[src/rtl/exp_pkg.sv]
// Shared defaults and width helpers for the Taylor-series exponential datapath.
package exp_pkg;

  localparam int unsigned EXP_WIDTH = 16;
  localparam int unsigned EXP_FRAC  = 14;
  localparam int unsigned EXP_TERMS = 5;
  localparam int unsigned EXP_ONE   = 32'(1) << EXP_FRAC;

  // One guard bit above the data width catches accumulator overflow.
  function automatic int unsigned sat_sum_width(input int unsigned width);
    return width + 1;
  endfunction

  function automatic int unsigned cnt_width(input int unsigned terms);
    return $clog2(terms + 1);
  endfunction

endpackage

[src/rtl/exp_coef_rom.sv]
// Reciprocal coefficient lookup: coef[k] = floor(ONE/k), coef[0] and unused slots read 0.
module exp_coef_rom
  import exp_pkg::*;
#(
  parameter int unsigned WIDTH = EXP_WIDTH,
  parameter int unsigned FRAC  = EXP_FRAC,
  parameter int unsigned TERMS = EXP_TERMS
) (
  input  logic [cnt_width(TERMS)-1:0] cnt_i,
  output logic [WIDTH-1:0]            coef_c_o
);

  localparam int unsigned CNT_W = cnt_width(TERMS);
  localparam int unsigned DEPTH = 32'(1) << CNT_W;

  function automatic logic [WIDTH-1:0] coef_of(input int unsigned k);
    if (k == 0 || k >= TERMS) return '0;
    return WIDTH'((32'(1) << FRAC) / k);
  endfunction

  logic [WIDTH-1:0] tbl [DEPTH];

  // Table padded to a power of two so every counter value indexes a defined entry.
  for (genvar k = 0; k < int'(DEPTH); k++) begin : g_tbl
    assign tbl[k] = coef_of(32'(k));
  end

  assign coef_c_o = tbl[cnt_i];

endmodule

[src/rtl/exp_series_datapath.sv]
// Taylor-series e^x datapath: X, term, accumulator and term counter driven by the
// control unit's ldX/ldTmp/selTmp strobes.
module exp_series_datapath
  import exp_pkg::*;
#(
  parameter int unsigned WIDTH = EXP_WIDTH,
  parameter int unsigned FRAC  = EXP_FRAC,
  parameter int unsigned TERMS = EXP_TERMS
) (
  input  logic             clk,
  input  logic             rst,
  input  logic [WIDTH-1:0] x_in,
  input  logic             ldX,
  input  logic             ldTmp,
  input  logic             selTmp,
  output logic [WIDTH-1:0] result,
  output logic [WIDTH-1:0] term,
  output logic             done
);

  localparam int unsigned CNT_W = cnt_width(TERMS);
  localparam int unsigned PW    = 2 * WIDTH;
  localparam int unsigned SUM_W = sat_sum_width(WIDTH);
  localparam logic [WIDTH-1:0] ONE = WIDTH'(32'(1) << FRAC);

  logic [WIDTH-1:0] x_q, x_d;
  logic [WIDTH-1:0] term_q, term_d;
  logic [WIDTH-1:0] acc_q, acc_d;
  logic [CNT_W-1:0] cnt_q, cnt_d;
  logic             done_q, done_d;

  logic [WIDTH-1:0] coef_c;
  logic [PW-1:0]    prod_x_c, prod_k_c;
  logic [WIDTH-1:0] p_c, nt_c, acc_sat_c;
  logic [SUM_W-1:0] sum_c;
  logic             advance_c;

  exp_coef_rom #(
    .WIDTH (WIDTH),
    .FRAC  (FRAC),
    .TERMS (TERMS)
  ) u_coef_rom (
    .cnt_i    (cnt_q),
    .coef_c_o (coef_c)
  );

  // Next term: ((term*X)>>FRAC) * coef[cnt] >> FRAC, both steps truncating.
  always_comb begin
    prod_x_c  = PW'(term_q) * PW'(x_q);
    p_c       = WIDTH'(prod_x_c >> FRAC);
    prod_k_c  = PW'(p_c) * PW'(coef_c);
    nt_c      = WIDTH'(prod_k_c >> FRAC);
    sum_c     = SUM_W'(acc_q) + SUM_W'(nt_c);
    acc_sat_c = sum_c[SUM_W-1] ? '1 : sum_c[WIDTH-1:0];
    advance_c = ldTmp && !selTmp && !done_q && (cnt_q != '0);
  end

  // Priority: advance, then ldX (wins cnt/done), then init (wins term/acc/cnt).
  always_comb begin
    x_d    = x_q;
    term_d = term_q;
    acc_d  = acc_q;
    cnt_d  = cnt_q;
    done_d = done_q;
    if (advance_c) begin
      term_d = nt_c;
      acc_d  = acc_sat_c;
      cnt_d  = cnt_q + CNT_W'(1);
      done_d = ((cnt_q + CNT_W'(1)) == CNT_W'(TERMS));
    end
    if (ldX) begin
      x_d    = x_in;
      cnt_d  = '0;
      done_d = 1'b0;
    end
    if (ldTmp && selTmp) begin
      term_d = ONE;
      acc_d  = ONE;
      cnt_d  = CNT_W'(1);
      done_d = 1'b0;
    end
  end

  always_ff @(posedge clk or posedge rst) begin
    if (rst) begin
      x_q    <= '0;
      term_q <= '0;
      acc_q  <= '0;
      cnt_q  <= '0;
      done_q <= 1'b0;
    end else begin
      x_q    <= x_d;
      term_q <= term_d;
      acc_q  <= acc_d;
      cnt_q  <= cnt_d;
      done_q <= done_d;
    end
  end

  assign result = acc_q;
  assign term   = term_q;
  assign done   = done_q;

endmodule

[config.mk]
export PLATFORM = sky130hd
export DESIGN_NAME = exp_series_datapath
export DESIGN_NICKNAME = d
export VERILOG_FILES = /design/src/rtl/exp_pkg.sv /design/src/rtl/exp_coef_rom.sv /design/src/rtl/exp_series_datapath.sv
export SDC_FILE = /design/constraint.sdc
export NUM_CORES = 1
export LEC_CHECK = 0
export CORE_MARGIN = 5
export CORE_UTILIZATION = 40
export DETAILED_ROUTE_END_ITERATION = 10
export PLACE_DENSITY_LB_ADDON = 0.05
export SLEW_MARGIN = 20
export SYNTH_ARGS = -nofsm -noshare
export SYNTH_HDL_FRONTEND = slang
export SYNTH_HIERARCHICAL = 1
export SYNTH_SLANG_ARGS = --single-unit
[constraint.sdc]
create_clock -name clk -period 15.7 [get_ports clk]
set_input_delay 3.14 -clock clk [delete_from_list [all_inputs] [get_ports clk]]
set_output_delay 3.14 -clock clk [all_outputs]
set_load 0.02 [all_outputs]
==> results of run 1 <==
==> state kept, by name (all words and copies together), names as in the netlist <==
register and flops:
done 1, cnt_q 3, term 16, x_q 16, result 16
==> worst max-delay path, delay by kind of cell (launching register included) <==
family | cells | cell delay (ps)
buffers and inverters | 5 | 250
xor gates and xnor gates | 2 | 320
DFF | 1 | 580
and+or+nand+nor | 9 | 1650
adders and majority gates | 15 | 6820
AOI/OAI and AO/OA | 22 | 4820
==> logic make-up (layout without fill, tap and decap cells) <==
kind of cell,count (synthesis),after routing
and+or+nand+nor,617,617
adders and majority gates,583,583
buffers and inverters,538,559
AOI/OAI and AO/OA,141,141
DFF,52,52
xor gates and xnor gates,51,51
muxes,21,21
other,1,9
==> routing by layer <==
layer / vias to the layer above / GRT usage [%] / share of wire [%]
met5: - / 0 / 0
met4: 0 / 4.57 / 2.5
met3: 51 / 1.36 / 2.0
met2: 159 / 34.7 / 50
met1: 6646 / 26.8 / 45
li1: 6016 / - / -
==> placed cells by master, fill, tap and decap left out, drive strengths merged, types with 9 or more instances in the layout <==
| master | count |
|---|---|
| clkdlybuf4s50 | 53 |
| nor2 | 23 |
| nand3 | 12 |
| and2 | 228 |
| mux2 | 17 |
| buf | 46 |
| a21oi | 34 |
| fa | 385 |
| inv | 453 |
| ha | 198 |
| dfrtp | 52 |
| nand2 | 318 |
| a22o | 17 |
| a21o | 15 |
| xnor2 | 42 |
| xor2 | 9 |
| o21ai | 30 |
==> layout make-up <==
type                            instances  area [um2]
Clock buffer                            6         139
Tap cell                              600         751
Antenna cell                            2        5.00
Timing Repair Buffer                   99         876
Fill cell                            4562       25600
Clock inverter                          2        13.8
Sequential cell                        52        1310
Inverter                              452        1700
Multi-Input combinational cell       1420       14900
==> final timing paths <==
check,from,endpoint,slack (ps)
min in group asynchronous,rst,term[6],3360
hold / removal,result[7],result[7],520
max in group asynchronous,rst,term[8],11840
setup / recovery,x_q[4],result[12],1110
setup reg to reg,x_q[4],result[12],1110
hold reg to reg,result[7],result[7],520
==> stage by stage <==
stage | util [%] | cells | setup WS [ps] | instance area, um2
floorplan | - | 2010 | 1710 | 18300
global placement | 43.2 | 2623 | 906 | 19600
detailed placement | 43.2 | 2623 | 760 | 19600
CTS | 43.5 | 2631 | 754 | 19700
global route | 43.5 | 2631 | 73.0 | 19700
finish | 43.5 | 2633 | 1110 | 19700
==> timing repair <==
item / 4_1_cts / 5_1_grt
gates resized for setup: 0 / 5
setup endpoints to repair: 0 / 1
setup buffers: 0 / 0
==> flow_summary_export.csv, run 1 <==
group,metric,value,unit
global_route,grt_pass1_wl,78500,um
worst_setup_path,path_max_fanout,17,
worst_setup_path,crit_required,15890,ps
yosys,synth_cell_type_count,61,
global_route,grt_use_total,19.7,%
worst_setup_path,critPathSlowestCell,"dfrtp_1",
worst_setup_path,worstSetupStartpointType,"flip-flop",
clock_tree,holdBufCountCts,0,
route,post-route-drc-count,0,
yosys,synth.ff_latch_count,52,
placement,io_buffers,53,
yosys,synth_top_family_by_area,"adder cells",
worst_setup_path,path_class,"reg -> reg",
yosys,syn_area,18200,um2
global_route,grt_overflow_total,0,
yosys,synthTopCellsByCount,"452 x inv_1, 385 x fa_1, 318 x nand2_1, 228 x and2_1, 198 x ha_1",
yosys,synth_area_leader_cell,"fa_1",
clock_tree,insertion_delay,300,ps
timing,fin_skew,3.79,ps
final_layout,nets,2634,
yosys,synth_mux_area_share,1.27,%
timing,hold_slack,521,ps
timing,maxSlewViolCount,0,
clock_tree,cts_buffers,5,
placement,dp_hpwl,38900,um
global_route,antenna_found_initial,0,
placement,place_congestion,0.843,
route,vias,12872,
route,first_iter_violations,464,
yosys,yosys.area_share.simple,16.4,%
worst_hold_path,worstHoldPathCells,2,
clock_tree,h-tree-depth,2,
final_layout,drive_above_1_share,4.68,%
timing,finalSetupViolations,0,
yosys,synth_compound_area_share,5.47,%
final_layout,syn_to_final_growth,8.12,%
die,die_y,224,um
route,routedWlPerCell,18.0,um
yosys,synth_top_area_share,42.3,%
worst_setup_path,r2r_cells,53,
clock_tree,path_clk_slew,70,ps
flow_run,max_cap_violations,0,
route,drtAntennaViolNets,0,
clock_tree,root_buffer,"clkbuf_16",
clock_tree,clock_sinks,52,
yosys,synth_enable_flop_cells,0,
timing,finalHoldViolations,0,
yosys,synth_area_leaders,"fa_1 42%, ha_1 14%, inv_1 9.3%",
yosys,yosysWarnings,6,
timing,tightestPinTransition,1010,ps
worst_setup_path,cpMostUsedCell,"fa_1",
timing,max_freq,0.0686,GHz
status,status,"completed",
worst_setup_path,critPathCaptureType,"flip-flop",
clock_tree,cts_tree,"built",
yosys,synthArstFlopShare,100,%
yosys,yosysMostFrequentCell,"inv_1",
clock_tree,clockBufferDepth,2,
timing,fin_crit,14590,ps
die,coreArea,45300,um2
die,ios,54,
yosys,syn_area_per_cell,9.10,um2
timing,setup_tns,0,ps
worst_hold_path,hold_class,"reg -> reg",
worst_setup_path,slowest_delay,580,ps
route,viasPerCell,4.89,
die,fp.dieArea,50000,um2
yosys,yosys.area_share.adder,55.9,%
die,initial_core_util,40.3,%
route,drt_wl_total,47300,um
timing,period_share,92.9,%
yosys,ys_seq_area_share,7.14,%
die,num_rows,78,
timing,rsz0062_at_grt,"no",
global_route,grt_pass1_vias,14307,
yosys,synthCells,2004,
yosys,synth_xor_area_share,2.49,%
yosys,synthFlopType,"dfrtp_1",
global_route,grt_start_max_net_pins,55,
die,die_x,224,um
timing,slew_headroom,32.3,%
route,first_pass_iters,5,
worst_setup_path,crit_arrival,14780,ps
Power of run 1 is left out: the tool's default activity adds up to more than one toggle a clock period on the data nets, which glitch-free logic cannot reach.
==> inputs of run 2 (changes only) <==
--- a/config.mk
+++ b/config.mk
@@ -7,10 +7,10 @@
 export LEC_CHECK = 0
 export CORE_MARGIN = 5
 export CORE_UTILIZATION = 40
+export CTS_CLUSTER_DIAMETER = 80
 export DETAILED_ROUTE_END_ITERATION = 10
 export PLACE_DENSITY_LB_ADDON = 0.05
 export SLEW_MARGIN = 20
 export SYNTH_ARGS = -nofsm -noshare
 export SYNTH_HDL_FRONTEND = slang
-export SYNTH_HIERARCHICAL = 1
 export SYNTH_SLANG_ARGS = --single-unit
==> run 2 against run 1 <==
Maximum frequency up 6.0%. Critical endpoint is now result[14]. Global-route usage up 0.25 points. Register-to-register slack better by 820 ps. Critical path type unchanged.
==> flow_summary_export.csv, run 2 <==
group,metric,value,unit
yosys,yosysMostFrequentCell,"inv_1",
route,post-route-drc-count,0,
clock_tree,postCtsResizedCells,0,
global_route,grt_overflow_total,0,
worst_setup_path,critPathSlowestCell,"dfrtp_1",
worst_setup_path,cp_top_family,"adder cells",
yosys,syn-num-nets,2210,
route,viasPerCell,4.94,
route,drtAntennaViolNets,0,
route,drt_wl_total,39700,um
yosys,ys_seq_area_share,8.48,%
clock_tree,insertion_delay,320,ps
final_layout,seq_area,1300,um2
route,routedWlPerCell,18.0,um
yosys,synth_area_leader_cell,"fa_1",
yosys,synth_top_area_share,35.9,%
final_layout,syn_to_final_growth,8.16,%
timing,rsz0062_at_grt,"no",
yosys,synthCells,1667,
flow_run,max_cap_violations,0,
final_layout,n_antenna_cell,0,
yosys,synthArstFlopShare,100,%
worst_setup_path,path_class,"reg -> reg",
clock_tree,clockBufferDepth,2,
clock_tree,cts_tree,"built",
final_layout,drive_above_1_share,3.43,%
yosys,syn_area,15300,um2
timing,fin_skew,9.86,ps
worst_hold_path,hold_class,"reg -> reg",
yosys,synth_cell_type_count,63,
worst_setup_path,crit_arrival,13980,ps
timing,max_freq,0.0726,GHz
placement,dp_slack,1860,ps
timing,fin_crit,13770,ps
worst_setup_path,slowest_delay,940,ps
placement,io_buffers,53,
die,fp.dieArea,42400,um2
die,die_x,206,um
final_layout,num-fill-cells,3795,
route,first_pass_iters,5,
timing,slew_headroom,39.2,%
die,ios,54,
worst_setup_path,reg2reg_to,"result[14]",
worst_setup_path,cpMostUsedCell,"fa_1",
yosys,synth_area_leaders,"fa_1 36%, ha_1 20%, inv_1 9.1%",
yosys,synth.ff_latch_count,52,
clock_tree,path_clk_slew,90,ps
route,first_iter_violations,372,
yosys,synthFlopType,"dfrtp_1",
timing,finalSetupViolations,0,
worst_setup_path,critPathCaptureType,"flip-flop",
clock_tree,clock_sinks,52,
clock_tree,root_buffer,"clkbuf_16",
clock_tree,cts_buffers,5,
die,num_rows,71,
worst_setup_path,worstSetupStartpointType,"flip-flop",
final_layout,multi_input_area,12500,um2
global_route,grt_start_max_net_pins,53,
worst_setup_path,setup.worst_path.end,"result[14]",
global_route,grt_pass1_vias,11738,
yosys,yosysWarnings,0,
placement,dp_hpwl,32900,um
placement,place_congestion,0.844,
timing,finalHoldViolations,0,
worst_setup_path,path_depth,49,
timing,tightestPinTransition,912,ps
timing,setup_ws,1930,ps
timing,setup_tns,0,ps
die,initial_core_util,40.6,%
final_layout,mostFrequentLayoutCell,"inv_1",
worst_setup_path,path_max_fanout,18,
worst_setup_path,r2r_cells,49,
worst_setup_path,crit_buf_inv,10,
yosys,synthTopCellsByCount,"372 x inv_1, 275 x fa_1, 247 x ha_1, 188 x nand2_1, 118 x and2_1",
timing,period_share,87.7,%
global_route,grt_pass1_wl,66300,um
worst_setup_path,crit_start,"term[7]",
status,status,"completed",
yosys,synth_enable_flop_cells,0,
die,coreArea,37800,um2
yosys,syn_area_per_cell,9.20,um2
worst_setup_path,crit_required,15910,ps
worst_setup_path,rr_startpoint,"term[7]",
clock_tree,h-tree-depth,2,
die,die_y,206,um
global_route,grt_use_total,20.0,%
timing,maxSlewViolCount,0,
global_route,antenna_found_initial,0,
clock_tree,holdBufCountCts,0,
clock_tree,cts_setup_buffers,0,
worst_setup_path,r2r_setup_slack,1930,ps
route,vias,10890,
final_layout,nets,2235,
final_layout,mostFrequentLayoutCells,"371 x inv_1, 275 x fa_1, 247 x ha_1, 188 x nand2_1, 118 x and2_1",
==> run 2: worst min path at each step <==
stage,slack (ps),startpoint,end,depth (start not counted)
5_1_grt,560,term[4],term[4],1
3_3_place_gp,490,term[4],term[4],1
6_report,520,result[0],result[0],2
2_1_floorplan,550,cnt_q[2],cnt_q[2],2
3_5_place_dp,510,term[4],term[4],1
4_1_cts,530,term[4],term[4],1
==> run 2: cell type report <==
type / instances / share of cell area (%)
tap: 511 / 3.85
multi-input combinational: 1196 / 75.2
timing repair buffer: 65 / 3.74
sequential: 52 / 7.84
inverter: 372 / 8.42
clock buffer: 5 / 0.754
clock inverter: 3 / 0.166
==> run 2: routing by layer <==
| metal | routed length (um) | global-route usage [%] | up-vias | part of all wire [%] |
|---|---|---|---|---|
| met5 | 0 | 0 | - | 0 |
| met4 | 486 | 3.40 | 0 | 1.2 |
| met3 | 881 | 1.40 | 22 | 2.2 |
| met2 | 18900 | 33.5 | 140 | 48 |
| met1 | 19400 | 29.0 | 5541 | 49 |
| li1 | - | - | 5187 | - |
==> run 2: logic make-up (layout without fill, tap and decap cells) <==
family          count (synthesis)  after routing  synth area share (%)
fa+ha+maj                     522            522                  56.0
xor+xnor                       62             62                  3.64
compound gates                146            146                  6.26
buf+inv                       419            445                  10.3
mux                            19             19                  1.45
flops                          52             52                  8.48
simple gates                  447            447                  13.9
==> run 2: worst register-to-register path: cells and delay by family, from the launching register on <==
family / cells / cell delay [ps]
compound gates: 16 / 3320
fa+ha+maj: 15 / 6900
flops: 1 / 940
buf+inv: 10 / 550
xor+xnor: 2 / 680
simple gates: 6 / 1280
==> run 2: per-stage QoR <==
stage	cell area, um2	std cells	utilization [%]	hold WS, ps
6_report	16600	2204	43.9	521
3_3_place_gp	16400	2196	43.5	489
4_1_cts	16600	2204	43.9	525
3_5_place_dp	16400	2196	43.5	507
5_1_grt	16600	2204	43.9	560
2_1_floorplan	15300	1667	-	549
Power of run 2 is left out for the same reason.
==> inputs of run 3 (changes only) <==
--- a/config.mk
+++ b/config.mk
@@ -5,6 +5,7 @@
 export SDC_FILE = /design/constraint.sdc
 export NUM_CORES = 1
 export LEC_CHECK = 0
+export ABC_CLOCK_PERIOD_IN_PS = 11900
 export CORE_MARGIN = 5
 export CORE_UTILIZATION = 40
 export CTS_CLUSTER_DIAMETER = 80
==> constraint.sdc (replaced) <==
create_clock -name clk -period 11.9 [get_ports clk]
set_input_delay 2.38 -clock clk [delete_from_list [all_inputs] [get_ports clk]]
set_output_delay 2.38 -clock clk [all_outputs]
set_load 0.02 [all_outputs]
==> run 3 against run 2 <==
Cell count increased by 14%. Global-route usage increased by 0.72 points. Utilization increased by 8.9 points. Cell area increased by 20%. Worst hold slack got worse by 8.5 ps. Sequential share of layout area decreased by 1.2 points. First-iteration DRC count increased by 14%. Via count increased by 9.0%.
==> flow_summary_export.csv, run 3 (synthesis gave the netlist of run 2 again) <==
group,metric,value,unit
worst_setup_path,crit_arrival,12080,ps
worst_setup_path,cp_top_family,"adder cells",
worst_setup_path,rr_startpoint,"x_q[4]",
global_route,grt_use_met1,29.7,%
worst_setup_path,cpMostUsedCell,"fa_1",
worst_setup_path,crit_start,"x_q[4]",
route,routedWlPerCell,16.8,um
die,initial_core_util,40.6,%
clock_tree,clockBufferDepth,2,
route,post-route-drc-count,0,
global_route,antenna_found_initial,0,
global_route,grt_pass1_wl,69500,um
worst_setup_path,reg2reg_to,"result[4]",
worst_setup_path,path_max_fanout,6,
global_route,grt_use_total,20.7,%
flow_run,max_cap_violations,0,
global_route,met3_usage,0.788,%
final_layout,final_cell_area,20000,um2
timing,fin_skew,13.7,ps
clock_tree,cts_buffers,5,
worst_setup_path,path_class,"reg -> reg",
final_layout,nets,2542,
die,ios,54,
global_route,grt_overflow_total,0,
worst_hold_path,min_to,"result[0]",
worst_setup_path,worstSetupStartpointType,"flip-flop",
placement,dp_hpwl,36200,um
global_route,grt_start_max_net_pins,53,
timing,finalSetupViolations,0,
timing,max_freq,0.0845,GHz
route,viasPerCell,4.73,
final_layout,seq_area,1320,um2
worst_setup_path,critPathSlowestCell,"fa_1",
clock_tree,holdBufCountCts,0,
worst_setup_path,crit_buf_inv,13,
final_layout,multi_input_area,13400,um2
status,status,"completed",
clock_tree,cts_tree,"built",
global_route,top_usage_layer,"met2",
die,die_x,206,um
final_layout,mostFrequentLayoutCells,"354 x inv_1, 302 x buf_4, 261 x fa_1, 225 x ha_1, 187 x nand2_1",
worst_hold_path,hold_class,"reg -> reg",
final_layout,drive_above_1_share,26.6,%
clock_tree,root_buffer,"clkbuf_16",
timing,rsz0062_at_grt,"yes",
worst_setup_path,r2r_cells,49,
die,coreArea,37800,um2
die,fp.dieArea,42400,um2
route,drt_wl_total,42200,um
worst_hold_path,hold_path_startpoint,"result[0]",
timing,setup_ws,68.4,ps
clock_tree,insertion_delay,310,ps
die,die_y,206,um
timing,setup_tns,0,ps
timing,finalHoldViolations,0,
worst_setup_path,r2r_setup_slack,70,ps
timing,tightestPinTransition,831,ps
worst_setup_path,crit_required,12150,ps
route,vias,11871,
route,drtAntennaViolNets,0,
placement,place_congestion,0.848,
route,first_pass_iters,5,
placement,dp_slack,-1360,ps
clock_tree,clock_sinks,52,
timing,fin_crit,11830,ps
global_route,grt_pass1_vias,12946,
clock_tree,h-tree-depth,2,
die,num_rows,71,
final_layout,n_antenna_cell,0,
worst_hold_path,worstHoldPathCells,2,
timing,period_share,99.4,%
placement,io_buffers,53,
final_layout,num-fill-cells,3547,
route,first_iter_violations,424,
timing,maxSlewViolCount,0,
global_route,use_met2,36.0,%
timing,slew_headroom,44.5,%
placement,dpl-instance-area,18300,um2
worst_setup_path,slowest_delay,590,ps
clock_tree,path_clk_slew,80,ps
final_layout,syn_to_final_growth,30.1,%
final_layout,mostFrequentLayoutCell,"inv_1",
worst_setup_path,critPathCaptureType,"flip-flop",
==> run 3: changes by cell type in the layout (fill, tap and decap cells not counted), moves of 18 or more <==
| cell | change |
|---|---|
| buf_4 | +290 |
| o21ai_0 | -26 |
| ha_1 | -22 |
| dfrtp_1 | -18 |
| dfrtp_2 | +18 |
| ha_4 | +18 |
==> run 3: final cells by class <==
type / count / area share [%]
sequential: 52 / 6.64
clock inverter: 2 / 0.0690
timing repair buffer: 372 / 15.2
multi-input combinational: 1196 / 67.2
inverter: 372 / 7.00
clock buffer: 6 / 0.646
tap: 511 / 3.20
==> run 3: per-layer routing <==
metal / wire, um / vias up / share of wire, %
li1: - / 5784 / -
met1: 20200 / 5969 / 48
met2: 20900 / 98 / 50
met3: 573 / 20 / 1.4
met4: 425 / 0 / 1.0
met5: 0 / - / 0
==> run 3: tightest hold or removal path, stage by stage, from the launching register on <==
cell and delay (ps):
dfrtp_1 380, nand2_1 60, nand2_1 50
==> run 3: worst max path at each step <==
stage | slack, ps | endpoint | depth (start not counted)
2_1_floorplan | 30 | result[10] | 50
3_3_place_gp | -1460 | result[15] | 46
3_5_place_dp | -1360 | result[15] | 46
4_1_cts | 2 | result[14] | 51
5_1_grt | -390 | result[13] | 54
6_report | 70 | result[4] | 49
==> run 3: what timing repair did <==
action	4_1_cts	5_1_grt
setup buffers	44	18
pin swaps	84	77
resized for setup	144	100
gates cloned	0	1
endpoints found under the setup margin	20	16
==> run 3: metrics by stage <==
stage	utilization (%)	std cells	hold WS [ps]
CTS	51.4	2493	518
floorplan	-	1667	549
global route	52.8	2511	536
global placement	48.5	2441	493
finish	52.8	2511	512
detailed placement	48.5	2441	495
Power of run 3 is left out for the same reason.
